===== src/rtl/pipe_pkg.sv =====
// Shared definitions for the pipeline MEM stage.
// Contents:
//   RNW          - register-number width (destination register field)
//   mem_state_e  - MEM-stage controller FSM encoding (idle / waiting for ack / done)
package pipe_pkg;

   localparam int RNW = 5;

   typedef enum logic [1:0] {
      S_IDLE = 2'd0,
      S_WAIT = 2'd1,
      S_DONE = 2'd2
   } mem_state_e;

endpackage


===== src/rtl/pipemwreg.sv =====
// MEM/WB pipeline register.
// Ports:
//   clock      - rising-edge clock
//   resetn     - synchronous active-low reset, clears every field
//   bubble_i   - load an all-zero bubble instead of the inputs
//   wreg_i, m2reg_i, mo_i, alu_i, rn_i  - next MEM/WB contents
//   wreg_o, m2reg_o, mo_o, alu_o, rn_o  - registered MEM/WB contents
module pipemwreg
   import pipe_pkg::*;
#(
   parameter int DW = 32
) (
   input  logic           clock,
   input  logic           resetn,
   input  logic           bubble_i,
   input  logic           wreg_i,
   input  logic           m2reg_i,
   input  logic [DW-1:0]  mo_i,
   input  logic [DW-1:0]  alu_i,
   input  logic [RNW-1:0] rn_i,
   output logic           wreg_o,
   output logic           m2reg_o,
   output logic [DW-1:0]  mo_o,
   output logic [DW-1:0]  alu_o,
   output logic [RNW-1:0] rn_o
);

   logic           wreg_q;
   logic           m2reg_q;
   logic [DW-1:0]  mo_q;
   logic [DW-1:0]  alu_q;
   logic [RNW-1:0] rn_q;

   always_ff @(posedge clock) begin
      if (!resetn || bubble_i) begin
         wreg_q  <= 1'b0;
         m2reg_q <= 1'b0;
         mo_q    <= '0;
         alu_q   <= '0;
         rn_q    <= '0;
      end else begin
         wreg_q  <= wreg_i;
         m2reg_q <= m2reg_i;
         mo_q    <= mo_i;
         alu_q   <= alu_i;
         rn_q    <= rn_i;
      end
   end

   assign wreg_o  = wreg_q;
   assign m2reg_o = m2reg_q;
   assign mo_o    = mo_q;
   assign alu_o   = alu_q;
   assign rn_o    = rn_q;

endmodule


===== src/rtl/pipemem_ctl.sv =====
// MEM-stage controller: drives a variable-latency data memory over a
// req/ack handshake, stalls the upstream pipeline while an access is
// outstanding, and owns the MEM/WB register.
// Ports:
//   clock, resetn                      - clock, synchronous active-low reset
//   mwreg, mm2reg, mwmem, malu, mb, mrn - EX/MEM register outputs
//   mem_req, mem_we, mem_addr, mem_wdata - memory request (held until ack)
//   mem_ack, mem_rdata                 - memory completion / read data
//   stall                              - freeze PC and upstream pipeline registers
//   wwreg, wm2reg, wmo, walu, wrn      - MEM/WB register outputs
module pipemem_ctl
   import pipe_pkg::*;
#(
   parameter int AW = 32,
   parameter int DW = 32
) (
   input  logic           clock,
   input  logic           resetn,
   input  logic           mwreg,
   input  logic           mm2reg,
   input  logic           mwmem,
   input  logic [AW-1:0]  malu,
   input  logic [DW-1:0]  mb,
   input  logic [RNW-1:0] mrn,
   output logic           mem_req,
   output logic           mem_we,
   output logic [AW-1:0]  mem_addr,
   output logic [DW-1:0]  mem_wdata,
   input  logic           mem_ack,
   input  logic [DW-1:0]  mem_rdata,
   output logic           stall,
   output logic           wwreg,
   output logic           wm2reg,
   output logic [DW-1:0]  wmo,
   output logic [DW-1:0]  walu,
   output logic [RNW-1:0] wrn
);

   mem_state_e    state_q, state_d;
   logic [DW-1:0] rbuf_q;
   logic          access;
   logic          capture;
   logic          bubble;
   logic [DW-1:0] mo_d;
   logic [DW-1:0] alu_ext;

   assign access = mm2reg | mwmem;

   // ALU result is carried at data width into write-back.
   generate
      if (AW >= DW) begin : g_alu_trunc
         assign alu_ext = malu[DW-1:0];
      end else begin : g_alu_zext
         assign alu_ext = {{(DW-AW){1'b0}}, malu};
      end
   endgenerate

   always_ff @(posedge clock) begin
      if (!resetn) begin
         state_q <= S_IDLE;
         rbuf_q  <= '0;
      end else begin
         state_q <= state_d;
         if (capture) begin
            rbuf_q <= mem_rdata;
         end
      end
   end

   always_comb begin
      state_d = state_q;
      mem_req = 1'b0;
      stall   = 1'b0;
      bubble  = 1'b0;
      capture = 1'b0;
      mo_d    = '0;
      // Reset forces the request and stall low in the reset cycle itself,
      // regardless of which state the register still holds.
      if (resetn) begin
         unique case (state_q)
            S_IDLE, S_WAIT: begin
               // WAIT is only ever entered with an access pending; EX/MEM is
               // frozen, so re-evaluating access here keeps the request held.
               if (access || state_q == S_WAIT) begin
                  mem_req = 1'b1;
                  stall   = 1'b1;
                  bubble  = 1'b1;
                  capture = mem_ack & mm2reg;
                  state_d = mem_ack ? S_DONE : S_WAIT;
               end
            end
            S_DONE: begin
               mo_d    = mm2reg ? rbuf_q : '0;
               state_d = S_IDLE;
            end
            default: state_d = S_IDLE;
         endcase
      end
   end

   assign mem_we    = mem_req & mwmem;
   assign mem_addr  = mem_req ? {malu[AW-1:2], 2'b00} : '0;
   assign mem_wdata = mem_req ? mb : '0;

   pipemwreg #(.DW(DW)) u_mwreg (
      .clock    (clock),
      .resetn   (resetn),
      .bubble_i (bubble),
      .wreg_i   (mwreg),
      .m2reg_i  (mm2reg),
      .mo_i     (mo_d),
      .alu_i    (alu_ext),
      .rn_i     (mrn),
      .wreg_o   (wwreg),
      .m2reg_o  (wm2reg),
      .mo_o     (wmo),
      .alu_o    (walu),
      .rn_o     (wrn)
   );

endmodule


===== config.mk =====
export PLATFORM = sky130hd
export DESIGN_NAME = pipemem_ctl
export DESIGN_NICKNAME = d
export VERILOG_FILES = /design/src/rtl/pipe_pkg.sv /design/src/rtl/pipemwreg.sv /design/src/rtl/pipemem_ctl.sv
export SDC_FILE = /design/constraint.sdc
export NUM_CORES = 1
export LEC_CHECK = 0
export ABC_AREA = 1
export BUFFER_PORTS_ARGS = -buffer_cell sky130_fd_sc_hd__buf_2
export CORE_ASPECT_RATIO = 1.4
export CORE_MARGIN = 4
export CORE_UTILIZATION = 46
export CTS_CLUSTER_DIAMETER = 30
export DETAILED_ROUTE_END_ITERATION = 8
export GPL_TIMING_DRIVEN = 1
export PLACE_DENSITY = 0.85
export SKIP_LAST_GASP = 1
export SLEW_MARGIN = 25
export SYNTH_ARGS = -nofsm -noshare
export SYNTH_HDL_FRONTEND = slang
export SYNTH_SLANG_ARGS = --single-unit
export TNS_END_PERCENT = 10

===== constraint.sdc =====
create_clock -name clock -period 2.17 [get_ports clock]
set_input_delay 0.3255 -clock clock [delete_from_list [all_inputs] [get_ports clock]]
set_output_delay 0.3255 -clock clock [all_outputs]
set_load 0.01 [all_outputs]

==> results of run 1 <==
## logic make-up (layout without fill, tap and decap cells)
| group | after synthesis | in the layout | synth area share (%) |
|---|---|---|---|
| simple gates | 276 | 276 | 28.11 |
| other cells | 1 | 2 | 0.09606 |
| buf+inv | 172 | 411 | 17.95 |
| flops | 105 | 105 | 53.85 |
## final timing paths
kind | startpoint | endpoint | slack, ns
min | mrn[2] | u_mwreg.rn_o[2]$_SDFF_PP0_ | 0.19
max | state_q[1]$_SDFFE_PN0N_ | mem_wdata[3] | 0.18
max reg2reg | state_q[1]$_SDFFE_PN0N_ | rbuf_q[20]$_SDFFE_PN0P_ | 0.99
min reg2reg | rbuf_q[24]$_SDFFE_PN0P_ | u_mwreg.mo_o[24]$_SDFF_PP0_ | 0.43
## layout make-up
class                   instances  area, sq um
inverters                     143        536.8
repair buffers                252         1299
fillers                       731         2714
multi-input cells             278         1105
clock inverters                 7        88.84
flip-flops and latches        105         2102
clock buffers                   9        225.2
well taps                     102        127.6
## state kept, by name, indices dropped and copies added, names as in the netlist
name	cells
u_mwreg.mo_o	32
state_q	2
u_mwreg.wreg_o	1
u_mwreg.rn_o	5
u_mwreg.m2reg_o	1
rbuf_q	32
u_mwreg.alu_o	32
## synth_stat cells
library cell | number | area share, %
nor2_1 | 199 | 19
inv_1 | 142 | 14
dfxtp_1 | 105 | 54
nand2_1 | 38 | 3.7
nand3_1 | 34 | 4.4
buf_4 | 10 | 1.9
buf_2 | 8 | 1.0
buf_1 | 5 | 0.48
clkbuf_1 | 5 | 0.48
buf_6 | 1 | 0.29
conb_1 | 1 | 0.096
inv_2 | 1 | 0.096
nand2_2 | 1 | 0.16
nand3b_1 | 1 | 0.19
nand4_1 | 1 | 0.16
nor2_2 | 1 | 0.16
nor2_4 | 1 | 0.29
## layer usage
metal / vias to the layer above / track usage, % / share of wire [%]
li1: 2006 / - / -
met1: 1700 / 22.60 / 38
met2: 157 / 35.32 / 50
met3: 15 / 6.303 / 9.6
met4: 2 / 7.075 / 1.7
met5: - / 0 / 0.12
## power by group
group	internal [mW]	switching (mW)	total [mW]
combinational	0.222	0.309	0.531
clock	0.921	0.742	1.66
sequential	1.99	0.0234	2.01
## critical path, delay by kind of cell (launching register included)
family	cells	cell delay (ns)
AND/OR/NAND/NOR	4	0.42
flip-flops	1	0.41
buffers and inverters	3	0.47
==> summary.md, run 1 <==
| Metric | Value |
|---|---|
| Status | `completed` |
| Final ANT Viol Nets | `0` |
| DRT iter0 DRCs | `146` |
| Peak fanout along the critical path | `64` |
| Die Span Y | `117 um` |
| Flops & latches, synth | `105` |
| Initial antenna violation count | `1` |
| Slowest stage delay, CP | `0.41 ns` |
| Commonest non-fill, non-tap cell in the layout | `buf_2` |
| Cell area after layout | `5484 sq um` |
| CTS Buf Count | `9` |
| Peak Freq | `503.0 MHz` |
| Pwr dens | `767.1 nW/um^2` |
| Final wirelength | `10.74 mm` |
| Average instance area after synthesis | `7.046 sq um` |
| Vias in the first global route | `3355` |
| Final hold slack | `0.1929 ns` |
| VDD IR max | `0.0004844 V` |
| # hold bufs at CTS | `0` |
| Unrepaired setup endpoints after global routing | `no` |
| Sequential fraction of the synthesis area | `53.85%` |
| FP Rows | `39` |
| Placed Cells | `880` |
| Most frequent cells in the layout | `buf_2, nor2_1, inv_1` |
| Vias | `3880` |
| Vias per cell | `4.330` |
| Critical-path cell list | `inv_2 > nand2_1 > nand3_1 > nand2_2 > buf_12 > nor2_1 > buf_2` |
| Final period util | `91.61%` |
| Core ar. | `8198 sq um` |
| Synth unique cells | `17` |
| Util after Layout | `66.90%` |
| Required time worst endpoint | `1.84 ns` |
| Crit path setup slack, layout | `0.1820 ns` |
| Maxcap violations | `0` |
| Die width | `85.86 um` |
| Boundary pin count | `245` |
| Warnings from Yosys | `0` |
| Pin count of the biggest net entering global routing | `65` |
| Hold depth | `3` |
| Layout area overhead | `40.48%` |
| Final setup viols | `0` |
| CTS Root Cell | `clkbuf_16` |
| CP Class | `reg2out` |
| GRT Overall Usage | `19.95%` |
| Tot Pwr | `4.207 mW` |
| GP Congestion | `0.7986` |
| Crit end category | `output port` |
| Post-Place Worst Slack | `0.4533 ns` |
| Cells on worst reg2reg path | `6` |
| Worst Setup Start Kind | `flip-flop` |
| TritonCTS clock tree | `yes` |
| # DRC | `0` |
| Later-pin clock latency in the skew report | `0.34 ns` |
| Static leakage | `3.324 nW` |
| Port bufs | `242` |
| Tmin final | `1.988 ns` |
| Slowest CP cell | `dfxtp_1` |
| DP Area | `5170 sq um` |
| Die Area | `10050 sq um` |
| Nets@finish | `896` |
| Post-DP HPWL | `8.266 mm` |
| Ant. Diodes | `0` |
| Total grt overflow | `0` |
| Wirelength per Cell | `11.99 um` |
| Final Max Slew Viols | `0` |
| Post-route insts no fill | `896` |
| Drt first pass iters | `4` |
| Clock Tree Buf Depth | `2` |
| Final Skew | `0.007984 ns` |
| Resized cells post-CTS | `0` |
| Initial core utilization | `47.62%` |
| Fin. Hold Viols | `0` |
| H-Tree Level Count | `3` |
| Synthesized area | `3904 sq um` |
| Share of cells above drive strength 1 | `34.26%` |
| Clk pin slew, worst setup/hold paths | `0.07 ns` |
| Postcts setup bufs | `0` |
| Synthesized netlist cell count | `554` |
| WP data arrival | `1.66 ns` |
| First-pass GRT wire length | `15.56 mm` |
| Setup TNS | `0 ns` |
| Worst min path class | `in2reg` |
| Clk sinks | `105` |
(Power assumes the default switching activity.)
==> inputs of run 2 (changes only) <==
- ABC_AREA: 1 -> default
- CORE_UTILIZATION: 46 -> 48
- CTS_BUF_LIST: default -> sky130_fd_sc_hd__clkbuf_2
- PLACE_DENSITY: 0.85 -> 0.88
==> run 2 against run 1 <==
Against the previous run:
- worst hold slack got worse by 0.093 ns
- clock skew is 0.011 ns higher
- synthesized cell count shrank 30%
- global-route usage up 6.5 points
- clock power fell by 56%
- maximum frequency down 4.6%
- clock-buffer cell count rose by 2
- first-iteration DRC count rose by 32%
- synthesized area grew 2.8%
- total power decreased by 18%
==> summary.md, run 2 <==
| Metric | Value |
|---|---|
| Clk pin slew, worst setup/hold paths | `0.24 ns (was 0.07 ns)` |
| CP Class | `reg2out (unchanged)` |
| Hold path startpoint | `mm2reg (was mrn[2])` |
| EDFF count, synth | `0 (unchanged)` |
| Sequential fraction of the synthesis area | `52.37% (was 53.85%)` |
| Warnings from Yosys | `0 (unchanged)` |
| Commonest non-fill, non-tap cell in the layout | `buf_2 (unchanged)` |
| First-pass GRT wire length | `20.37 mm (was 15.56 mm)` |
| Worst Tran Pin Value | `0.9791 ns` |
| Crit end category | `output port (unchanged)` |
| FP Rows | `39 (unchanged)` |
| Pwr dens | `560.0 nW/um^2 (was 767.1 nW/um^2)` |
| R2r startpoint | `state_q[1]$_SDFFE_PN0N_ (unchanged)` |
| Clk sinks | `105 (unchanged)` |
| Top FF cell, synth | `dfxtp_1 (unchanged)` |
| Synthesized netlist cell count | `388 (was 554)` |
| Fin. Hold Viols | `0 (unchanged)` |
| Die Span Y | `116.2 um (was 117 um)` |
| CTS Root Cell | `clkbuf_2 (was clkbuf_16)` |
| Hold depth | `2 (was 3)` |
| WP data arrival | `1.76 ns (was 1.66 ns)` |
| Peak Freq | `479.7 MHz (was 503.0 MHz)` |
| Nets@finish | `790 (was 896)` |
| Port bufs | `242 (unchanged)` |
| Later-pin clock latency in the skew report | `0.55 ns (was 0.34 ns)` |
| Slowest CP cell | `dfxtp_2 (was dfxtp_1)` |
| H-Tree Level Count | `3 (unchanged)` |
| Unrepaired setup endpoints after global routing | `yes (was no)` |
| Vias | `4017 (was 3880)` |
| Drt first pass iters | `4 (unchanged)` |
| Top post-synthesis cells by area | `dfxtp_1, nor3b_1, o211a_1, mux2i_1, nand2_1 (was dfxtp_1, nor2_1, inv_1, nand3_1, nand2_1)` |
| Synth unique cells | `20 (was 17)` |
| Initial antenna violation count | `1 (unchanged)` |
| GRT Overall Usage | `26.47% (was 19.95%)` |
| VDD IR max | `0.0004205 V (was 0.0004844 V)` |
| GRT met2 Usage | `46.01% (was 35.32%)` |
| Die Area | `9910 sq um (was 10050 sq um)` |
| Pin count of the biggest net entering global routing | `63 (was 65)` |
| Static leakage | `3.385 nW (was 3.324 nW)` |
| Slowest stage delay, CP | `0.41 ns (about the same)` |
| Share of cells above drive strength 1 | `40.90% (was 34.26%)` |
| Flops & latches, synth | `105 (unchanged)` |
| Final setup viols | `0 (unchanged)` |
| TritonCTS clock tree | `yes (unchanged)` |
| Worst min path class | `in2reg (unchanged)` |
| Status | `completed (unchanged)` |
| CTS Buf Count | `9 (unchanged)` |
| Final Max Slew Viols | `0 (unchanged)` |
| Peak fanout along the critical path | `18 (was 64)` |
| Die width | `85.29 um (was 85.86 um)` |
| Average instance area after synthesis | `10.34 sq um (was 7.046 sq um)` |
| Gr busiest metal | `met2 (unchanged)` |
| Vias per cell | `5.072 (was 4.330)` |
| Clock Tree Buf Depth | `2 (unchanged)` |
| Relative slew margins | `34.72%` |
| Boundary pin count | `245 (unchanged)` |
| Required time worst endpoint | `1.84 ns (about the same)` |
| Maxcap violations | `0 (unchanged)` |
| Wirelength per Cell | `17.22 um (was 11.99 um)` |
| Final ANT Viol Nets | `0 (unchanged)` |
| Core ar. | `8149 sq um (was 8198 sq um)` |
| Yosys top cell by area | `dfxtp_1 (unchanged)` |
| Initial core utilization | `49.26% (was 47.62%)` |
| CP delay by family, top | `buffers and inverters (unchanged)` |
| Critical-path cell list | `nor3_4 > buf_12 > buf_4 > nor3b_1 > buf_2 (was inv_2 > nand2_1 > nand3_1 > nand2_2 > buf_12 > nor2_1 > buf_2)` |
| Cell area after layout | `6132 sq um (was 5484 sq um)` |
| Post-synth top cells | `dfxtp_1, nand2_1, nor3b_1 (was nor2_1, inv_1, dfxtp_1)` |
| GP Congestion | `0.8260 (was 0.7986)` |
| Hold-critical path endpoint | `u_mwreg.m2reg_o$_SDFF_PP0_ (was u_mwreg.rn_o[2]$_SDFF_PP0_)` |
| Synthesized area | `4014 sq um (was 3904 sq um)` |
| Cells on worst reg2reg path | `3 (was 6)` |
| Most frequent cell after synthesis | `dfxtp_1 (was nor2_1)` |
| Tmin final | `2.085 ns (was 1.988 ns)` |
| Most frequent cells in the layout | `buf_2, dfxtp_1, dlygate4sd3_1 (was buf_2, nor2_1, inv_1)` |
| Total grt overflow | `0 (unchanged)` |
| Worst Setup Start Kind | `flip-flop (unchanged)` |
| Final Skew | `0.01911 ns (was 0.007984 ns)` |
| Vias in the first global route | `4046 (was 3355)` |
| DP Area | `5253 sq um (was 5170 sq um)` |
| Tot Pwr | `3.434 mW (was 4.207 mW)` |
| Final period util | `96.06% (was 91.61%)` |
| Met1 usage | `29.32% (was 22.60%)` |
| Yosys top cell area share | `52.37% (was 53.85%)` |
| Worst R2R End | `rbuf_q[27]$_SDFFE_PN0P_ (was rbuf_q[20]$_SDFFE_PN0P_)` |
| Post-DP HPWL | `8.623 mm (was 8.266 mm)` |
| DRT iter0 DRCs | `193 (was 146)` |
| Layout area overhead | `52.77% (was 40.48%)` |
| Async S/R FF share, synth | `0% (unchanged)` |
| M3 GR Usage | `7.763% (was 6.303%)` |
| Worst Path Buf+Inv | `3 (unchanged)` |
| Final wirelength | `13.64 mm (was 10.74 mm)` |
| R2R Setup Slk | `0.38 ns (was 0.99 ns)` |
| # DRC | `0 (unchanged)` |
==> run 2: what timing repair did <==
| action | CTS | global route |
|---|---|---|
| pin swaps | 1 | 0 |
| setup endpoints to repair | 65 | 40 |
| hold buffers | 71 | 0 |
| resized for setup | 3 | 9 |
| endpoints found under the hold margin | 72 | 0 |
| buffers inserted | 2 | 1 |
==> run 2: worst max path at each step <==
| stage | depth (start not counted) | slack [ns] | from | to |
|---|---|---|---|---|
| floorplan | 6 | 0.63 | resetn | stall |
| CTS | 4 | 0.01 | state_q[1]$_SDFFE_PN0N_ | mem_wdata[4] |
| finish | 5 | 0.09 | state_q[0]$_SDFFE_PN0N_ | mem_wdata[31] |
| global placement | 5 | 0.45 | mwmem | mem_req |
| global route | 4 | -0.05 | state_q[1]$_SDFFE_PN0N_ | mem_wdata[2] |
| detailed placement | 5 | 0.40 | mwmem | mem_wdata[4] |
==> run 2: logic make-up after synthesis <==
| logic type | synth area share, % |
|---|---|
| AOI/OAI and AO/OA | 9.476 |
| buffers and inverters | 5.985 |
| DFF | 52.37 |
| muxes | 7.980 |
| other | 0.09343 |
| and+or+nand+nor | 24.10 |
==> run 2: final cells by class <==
| type | instances | area [sq um] |
|---|---|---|
| clock buffer | 11 | 55.05 |
| clock inverter | 4 | 21.27 |
| multi-input combinational | 239 | 1727 |
| fill | 547 | 2017 |
| tap | 102 | 127.6 |
| antenna | 3 | 7.507 |
| timing repair buffer | 327 | 2083 |
| sequential | 105 | 2107 |
| inverter | 1 | 3.754 |
==> run 2: layer usage <==
| metal | routed length, um | part of all wire, % | up-vias |
|---|---|---|---|
| li1 | - | - | 1899 |
| met1 | 5169 | 38 | 1862 |
| met2 | 6884 | 50 | 219 |
| met3 | 1117 | 8.2 | 37 |
| met4 | 471 | 3.5 | 0 |
| met5 | 0 | 0 | - |
==> run 2: report_power, final <==
part           internal, mW  switching [mW]
registers              2.00          0.0238
clock network         0.147           0.580
logic                 0.349           0.336
==> run 2: through the flow <==
| stage | util [%] | setup TNS (ns) | hold WS (ns) | setup WS (ns) | instances |
|---|---|---|---|---|---|
| finish | 75.25 | 0 | 0.09969 | 0.08539 | 792 |
| global route | 75.19 | -0.3725 | 0.02878 | -0.04857 | 790 |
| CTS | 74.54 | 0 | 0.02273 | 0.01212 | 788 |
| detailed placement | 64.46 | 0 | 0.4415 | 0.3994 | 700 |
| global placement | 64.46 | 0 | 0.4347 | 0.4479 | 700 |
| floorplan | - | 0 | 0.4048 | 0.6302 | 389 |
